<file path="config.mk">
export PLATFORM = sky130hd
export DESIGN_NAME = pipeline_stall_ctrl
export DESIGN_NICKNAME = d
export VERILOG_FILES = /design/src/rtl/pipeline_pkg.sv /design/src/rtl/sat_counter.sv /design/src/rtl/pipeline_stall_ctrl.sv
export SDC_FILE = /design/constraint.sdc
export NUM_CORES = 1
export LEC_CHECK = 0
export BUFFER_PORTS_ARGS = -buffer_cell sky130_fd_sc_hd__buf_2
export CAP_MARGIN = 20
export CORE_MARGIN = 8
export CORE_UTILIZATION = 35
export DETAILED_ROUTE_END_ITERATION = 7
export PLACE_DENSITY = 0.52
export SLEW_MARGIN = 25
export SYNTH_ARGS = -nofsm -noshare
export SYNTH_HDL_FRONTEND = slang
export SYNTH_HIERARCHICAL = 1
export SYNTH_SLANG_ARGS = --single-unit
</file>
<file path="constraint.sdc">
create_clock -name clk -period 2.19 [get_ports clk]
set_input_delay 0.1095 -clock clk [delete_from_list [all_inputs] [get_ports clk]]
set_output_delay 0.1095 -clock clk [all_outputs]
set_load 0.02 [all_outputs]
</file>
<file path="src/rtl/pipeline_pkg.sv">
// pipeline_pkg: shared FSM encoding and register constants for pipeline control
package pipeline_pkg;
  typedef enum logic [1:0] {
    RUN      = 2'd0,
    MEM_WAIT = 2'd1,
    ERROR    = 2'd2
  } state_t;
  localparam logic [4:0] REG_ZERO = 5'd0;
endpackage

</file>
<file path="src/rtl/sat_counter.sv">
// sat_counter: falling-edge saturating event counter cleared by active-low reset
module sat_counter #(
  parameter int CNT_W = 16
) (
  input  logic             clk,
  input  logic             reset,
  input  logic             inc,
  output logic [CNT_W-1:0] count
);
  always_ff @(negedge clk or negedge reset)
    if (!reset) count <= '0;
    else if (inc && count != '1) count <= count + CNT_W'(1);
endmodule

</file>
<file path="src/rtl/pipeline_stall_ctrl.sv">
// pipeline_stall_ctrl: load-use, branch-flush and memory-freeze sequencer for the 5-stage pipeline
module pipeline_stall_ctrl
  import pipeline_pkg::*;
#(
  parameter int MEM_TIMEOUT = 64,
  parameter int CNT_W       = 16
) (
  input  logic             clk,
  input  logic             reset,
  input  logic             ID_EX_MemRead,
  input  logic [4:0]       ID_EX_WriteRegister,
  input  logic [4:0]       IF_ID_Rs,
  input  logic [4:0]       IF_ID_Rt,
  input  logic             BranchTaken,
  input  logic             MemReq,
  input  logic             MemReady,
  output logic             PC_Enable,
  output logic             IF_ID_Enable,
  output logic             IF_ID_Flush,
  output logic             ID_EX_Enable,
  output logic             ID_EX_Flush,
  output logic             EX_MEM_Enable,
  output logic             MEM_WB_Enable,
  output logic             MemError,
  output logic [CNT_W-1:0] StallCycles,
  output logic [CNT_W-1:0] FlushCount
);
  localparam logic [7:0] TIMEOUT = 8'(MEM_TIMEOUT);
  state_t     state, state_nx;
  logic [7:0] wait_cnt, wait_nx;
  logic       err_nx, run_eval, load_use;
  assign load_use = ID_EX_MemRead && ID_EX_WriteRegister != REG_ZERO &&
                    (ID_EX_WriteRegister == IF_ID_Rs || ID_EX_WriteRegister == IF_ID_Rt);
  // a branch squashes the ID instruction, so it masks any load-use match
  assign run_eval = (state == RUN && !(MemReq && !MemReady)) || (state == MEM_WAIT && MemReady);
  always_comb begin
    PC_Enable     = 1'b0;
    IF_ID_Enable  = 1'b0;
    IF_ID_Flush   = 1'b0;
    ID_EX_Enable  = 1'b0;
    ID_EX_Flush   = 1'b0;
    EX_MEM_Enable = 1'b0;
    MEM_WB_Enable = 1'b0;
    if (reset && run_eval) begin
      PC_Enable     = BranchTaken || !load_use;
      IF_ID_Enable  = BranchTaken || !load_use;
      IF_ID_Flush   = BranchTaken;
      ID_EX_Enable  = 1'b1;
      ID_EX_Flush   = BranchTaken || load_use;
      EX_MEM_Enable = 1'b1;
      MEM_WB_Enable = 1'b1;
    end
  end
  always_comb begin
    state_nx = state;
    wait_nx  = wait_cnt;
    err_nx   = MemError;
    case (state)
      RUN:
        if (MemReq && !MemReady) begin
          state_nx = MEM_WAIT;
          wait_nx  = 8'd1;
        end
      MEM_WAIT:
        if (MemReady) begin
          state_nx = RUN;
          wait_nx  = 8'd0;
        end else begin
          wait_nx = wait_cnt + 8'd1;
          if (wait_nx >= TIMEOUT) begin
            state_nx = ERROR;
            err_nx   = 1'b1;
          end
        end
      default: state_nx = ERROR;
    endcase
  end
  always_ff @(negedge clk or negedge reset)
    if (!reset) begin
      state    <= RUN;
      wait_cnt <= 8'd0;
      MemError <= 1'b0;
    end else begin
      state    <= state_nx;
      wait_cnt <= wait_nx;
      MemError <= err_nx;
    end
  sat_counter #(.CNT_W(CNT_W)) u_stall (
    .clk(clk), .reset(reset), .inc(!PC_Enable), .count(StallCycles)
  );
  sat_counter #(.CNT_W(CNT_W)) u_flush (
    .clk(clk), .reset(reset), .inc(IF_ID_Flush), .count(FlushCount)
  );
endmodule

</file>
* After elaboration in Yosys (flattened, before gate mapping)
Index checks and enable logic that the tools add are counted.
** Storage, ports and cells
- Bits in registers :: 43
- Input port bits :: 21
- Output and inout port bits :: 40
- Word-level logic and storage cells :: 50
** Cells by class
- Add/sub/neg operators :: 3
- Order comparisons :: 1
- Equality and inequality tests :: 7
- Multiplexer cells :: 11
- Bitwise operators :: 1
- Reductions and logical operators :: 22
** Operators with widths (count)
- adder 16 x 1 -> 16 bit (second input constant) :: 2
- != test 16 bit (second input constant) :: 2
- 2-to-1 mux 8 bit :: 2
- one-hot mux 8 bit (2 select lines) :: 1
- equality test 5 bit :: 2
- adder 8 x 1 -> 8 bit (second input constant) :: 1
- greater-or-equal comparator 8 x 7 -> 1 bit (second input constant) :: 1
- logical AND 1 bit :: 8
- 2-to-1 mux 2 bit :: 3
- nonzero test 5 bit :: 1
- logical NOT 1 bit :: 4
- logical OR 1 bit :: 4
- 2-to-1 mux 1 bit :: 4
- one-hot mux 2 bit (2 select lines) :: 1
- AND reduction 2 bit :: 2
- != test 3 x 2 -> 1 bit (second input constant) :: 1
- AND reduction 3 bit :: 1
- equality test 2 x 1 -> 1 bit (second input constant) :: 1
- logical NOT 2 bit :: 1
- != test 2 x 1 -> 1 bit (second input constant) :: 1
- nonzero test 2 bit :: 1
- inverter 1 bit :: 1

* Depth between registers and ports, before layout
- Depth after elaboration :: 9
- Depth in mapped cells :: 9
- Depth with buffers taken out :: 8

* By module
The synthesis kept the hierarchy.
** By module, submodules not included
- sat_counter :: instances 2, cells each 72, area each 859.6 µm², sequential area each 400.4 µm²
- pipeline_stall_ctrl :: instances 1, cells each 86, area each 768.2 µm², sequential area each 275.3 µm²

==> summary.txt <==
Routing
  – Residual DRC count: 0
  – Vias per cell: 5.061
  – DRT iter0 DRCs: 64
  – WL/cell: 15.19 um
  – DRT antenna net count: 0
  – Vias: 2308
  – TritonRoute pass-1 iters: 4
  – Routed WL: 6927 um

STA
  – Clock Skews: 10.61 ps
  – Setup Viol. Count Final: 38
  – Fin. Hold Viols: 0
  – RSZ-0062 raised after global routing: true
  – Tightest Pin Transition: 571.5 ps
  – Final TNS setup: -12690 ps
  – Final setup margin: -542.9 ps
  – Worst Hold Slack: 399.8 ps
  – Max-slew violations: 0
  – Relative slew margins: 0.6182

Worst setup path
  – RR Endpoint: u_stall/count[14]
  – R2r worst-path depth: 10
  – Slowest cell on crit path: dfrtn_1
  – CP endpoint kind: primary output
  – Crit path from: state[0]
  – Crit-path cells: o21bai_4 -> and3b_2 -> buf_6 -> nand2_8 -> inv_8 -> buf_6 -> buf_6
  – Reg2Reg Setup Slack: 200 ps
  – Crit path kind: reg2out
  – Crit Path Max Fanout: 3
  – WP buf/inv: 4
  – Startpoint types: flop
  – Reg2reg start: state[0]
  – CP dominant cell by count: buf_6
  – Max stage delay on crit path: 460 ps
  – Crit path max-delay family: flip-flops
  – Worst EP required: 2080 ps
  – Critical path depth in cells: 7
  – CP arrival: 2620 ps

Clock tree
  – CTS buffer count: 5
  – Clk sink count: 43
  – Worst-path clk slew: 50 ps
  – Clock Path Buffers: 2
  – CTS Root Cell: clkbuf_8
  – Cts hold-fix bufs: 0
  – Skew-Pair Late Insertion Delay: 310 ps
  – H-tree Lvls: 2
  – CTS tree: yes

Logic synthesis
  – Synth top area share: 0.4326
  – Register area share after synthesis: 0.4326
  – Post-Syn Area: 2487 sq um
  – Mapped Nets: 254
  – Yosys reg bits: 43
  – Synth area leaders: dfrtn_1, xor2_1, nand4_1, xnor2_1, nor4_4
  – Async set-or-reset flop fraction in the synthesized netlist: 1.000
  – Synth area leader: dfrtn_1
  – Avg Cell Area, Syn: 10.81 sq um
  – Synthesis warning total: 6
  – Cells after Synth: 230
  – Yosys cell types: 50
  – Top_reg_cell synth: dfrtn_1
  – Post-synth EDFFs: 0

Run
  – Max cap viols: 0

Die
  – Core area: 6832 sq um
  – # IOs: 61
  – Rows: 30
  – DIE AREA: 10060 sq um
  – Initial Util: 0.3641
  – Die span in y: 100.3 um
  – Chip width: 100.3 um

Worst hold path
  – Worst Hold End: MemError
  – Hold path depth: 1
  – Type of the tightest min-delay check: reg2reg
  – Hold_sp: MemError

Placed design
  – Final Wtd Congestion: 0.7628
  – DP Wirelength: 4761 um
  – IO Port Bufs: 60

Power
  – VDD IR max: 0.0004184 V
  – PwrDens: 707.7 nW/um^2
  – LEAKAGE: 1.862 nW

Layout
  – Ant. Diodes: 0
  – Share of layout cells above drive strength 1: 0.5167
  – Layout area overhead: 54.78%
  – Most frequent cells in the layout: buf_4, dfrtn_1, buf_2
  – Most common cell after layout, fill and taps aside: buf_4
  – Filler cell count in the final layout: 605
  – Final #Nets: 383

Outcome
  – Run status: finished, violations left
  – Violations in the final reports: negative setup slack

GRT
  – GRT overflow: 0
  – Antenna violations before repair: 0
  – Total GRT Usage: 0.1387
  – First-pass GRT wire length: 11220 um
  – Largest net degree at the start of global routing: 44
  – Vias in the first global route: 2302
==> cell type report <==
type / count / area (sq um) / area share
inverters: 2 / 15.01 / 0.003900
clock buffers: 5 / 68.82 / 0.01787
repair buffers: 127 / 972.2 / 0.2525
multi-input cells: 180 / 1573 / 0.4085
well taps: 96 / 120.1 / 0.03120
clock inverters: 3 / 25.02 / 0.006500
flip-flops and latches: 43 / 1076 / 0.2795
==> flip-flops by register name, indices dropped and copies added, names as in the netlist <==
name and flops:
wait_cnt 8, u_flush/count 16, state 2, MemError 1, u_stall/count 16
==> where the power goes <==
part	leakage, nW	internal, W	switching [W]
registers	0.577	0.000924	0.0000774
logic	1.24	0.000535	0.000653
clock network	0.0443	0.000228	0.000307
==> Yosys cell counts, types with 2 or more instances <==
cell and instances:
a32oi_1 2, a21o_1 2, dfrtn_1 43, nand4_2 2, and4_1 2, ha_1 3
nand4_1 16, buf_4 3, a31oi_1 8, inv_1 2, and4_2 2, o31ai_1 3
nand2_1 17, a21oi_1 8, xor2_1 15, and3_1 6, nand3_1 10, o31ai_4 2
nor3_1 2, o21a_1 10, nor2_2 2, o21ai_0 12, and4_4 2, and4b_1 2
mux2_1 2, xnor2_1 10, nor4_4 4, nand3_4 2, nor3_2 2, nand4_4 2
o21ai_2 2, o21bai_1 2, o211ai_1 2, nor2_1 10
==> per-layer routing <==
metal / vias up / track usage / share of wire
met2: 56 / 0.2287 / 0.48
li1: 1140 / - / -
met3: 8 / 0.04498 / 0.060
met5: - / 0 / 0
met1: 1104 / 0.1658 / 0.45
met4: 0 / 0.04535 / 0.014
==> cells by family after synthesis <==
logic type / share of synthesized area
flip-flops: 0.4326
XOR/XNOR: 0.08803
adder cells (fa/ha/maj): 0.01509
multiplexers: 0.009054
AND/OR/NAND/NOR: 0.2641
buffers and inverters: 0.01861
AO/OA/AOI/OAI: 0.1725
==> stage by stage <==
step                total power, W  instances  utilization  setup WS (ps)  cell area, sq um
CTS                       0.002707        450       0.5489         -549.2              3750
global route              0.002881        456       0.5636         -603.0              3850
global placement          0.001931        417       0.4723         -867.9              3227
finish                    0.002725        456       0.5636         -542.9              3850
floorplan                 0.001572        230            -         -691.4              2585
detailed placement        0.001938        417       0.4723         -919.6              3227
==> repair_timing <==
action | in CTS | in global routing
endpoints found under the setup margin | 56 | 44
buffers inserted | 25 | 9
gates resized for setup | 63 | 13
pin swaps | 33 | 20
==> how the worst max path moves through the flow <==
stage | slack [ps] | endpoint
final | -540 | IF_ID_Flush
after detailed placement | -920 | u_stall/count[14]
after global placement | -870 | u_stall/count[14]
after CTS | -550 | ID_EX_Flush
after global routing | -600 | IF_ID_Flush
after floorplan | -690 | u_stall/count[15]
Power figures use the tool's default switching activity.
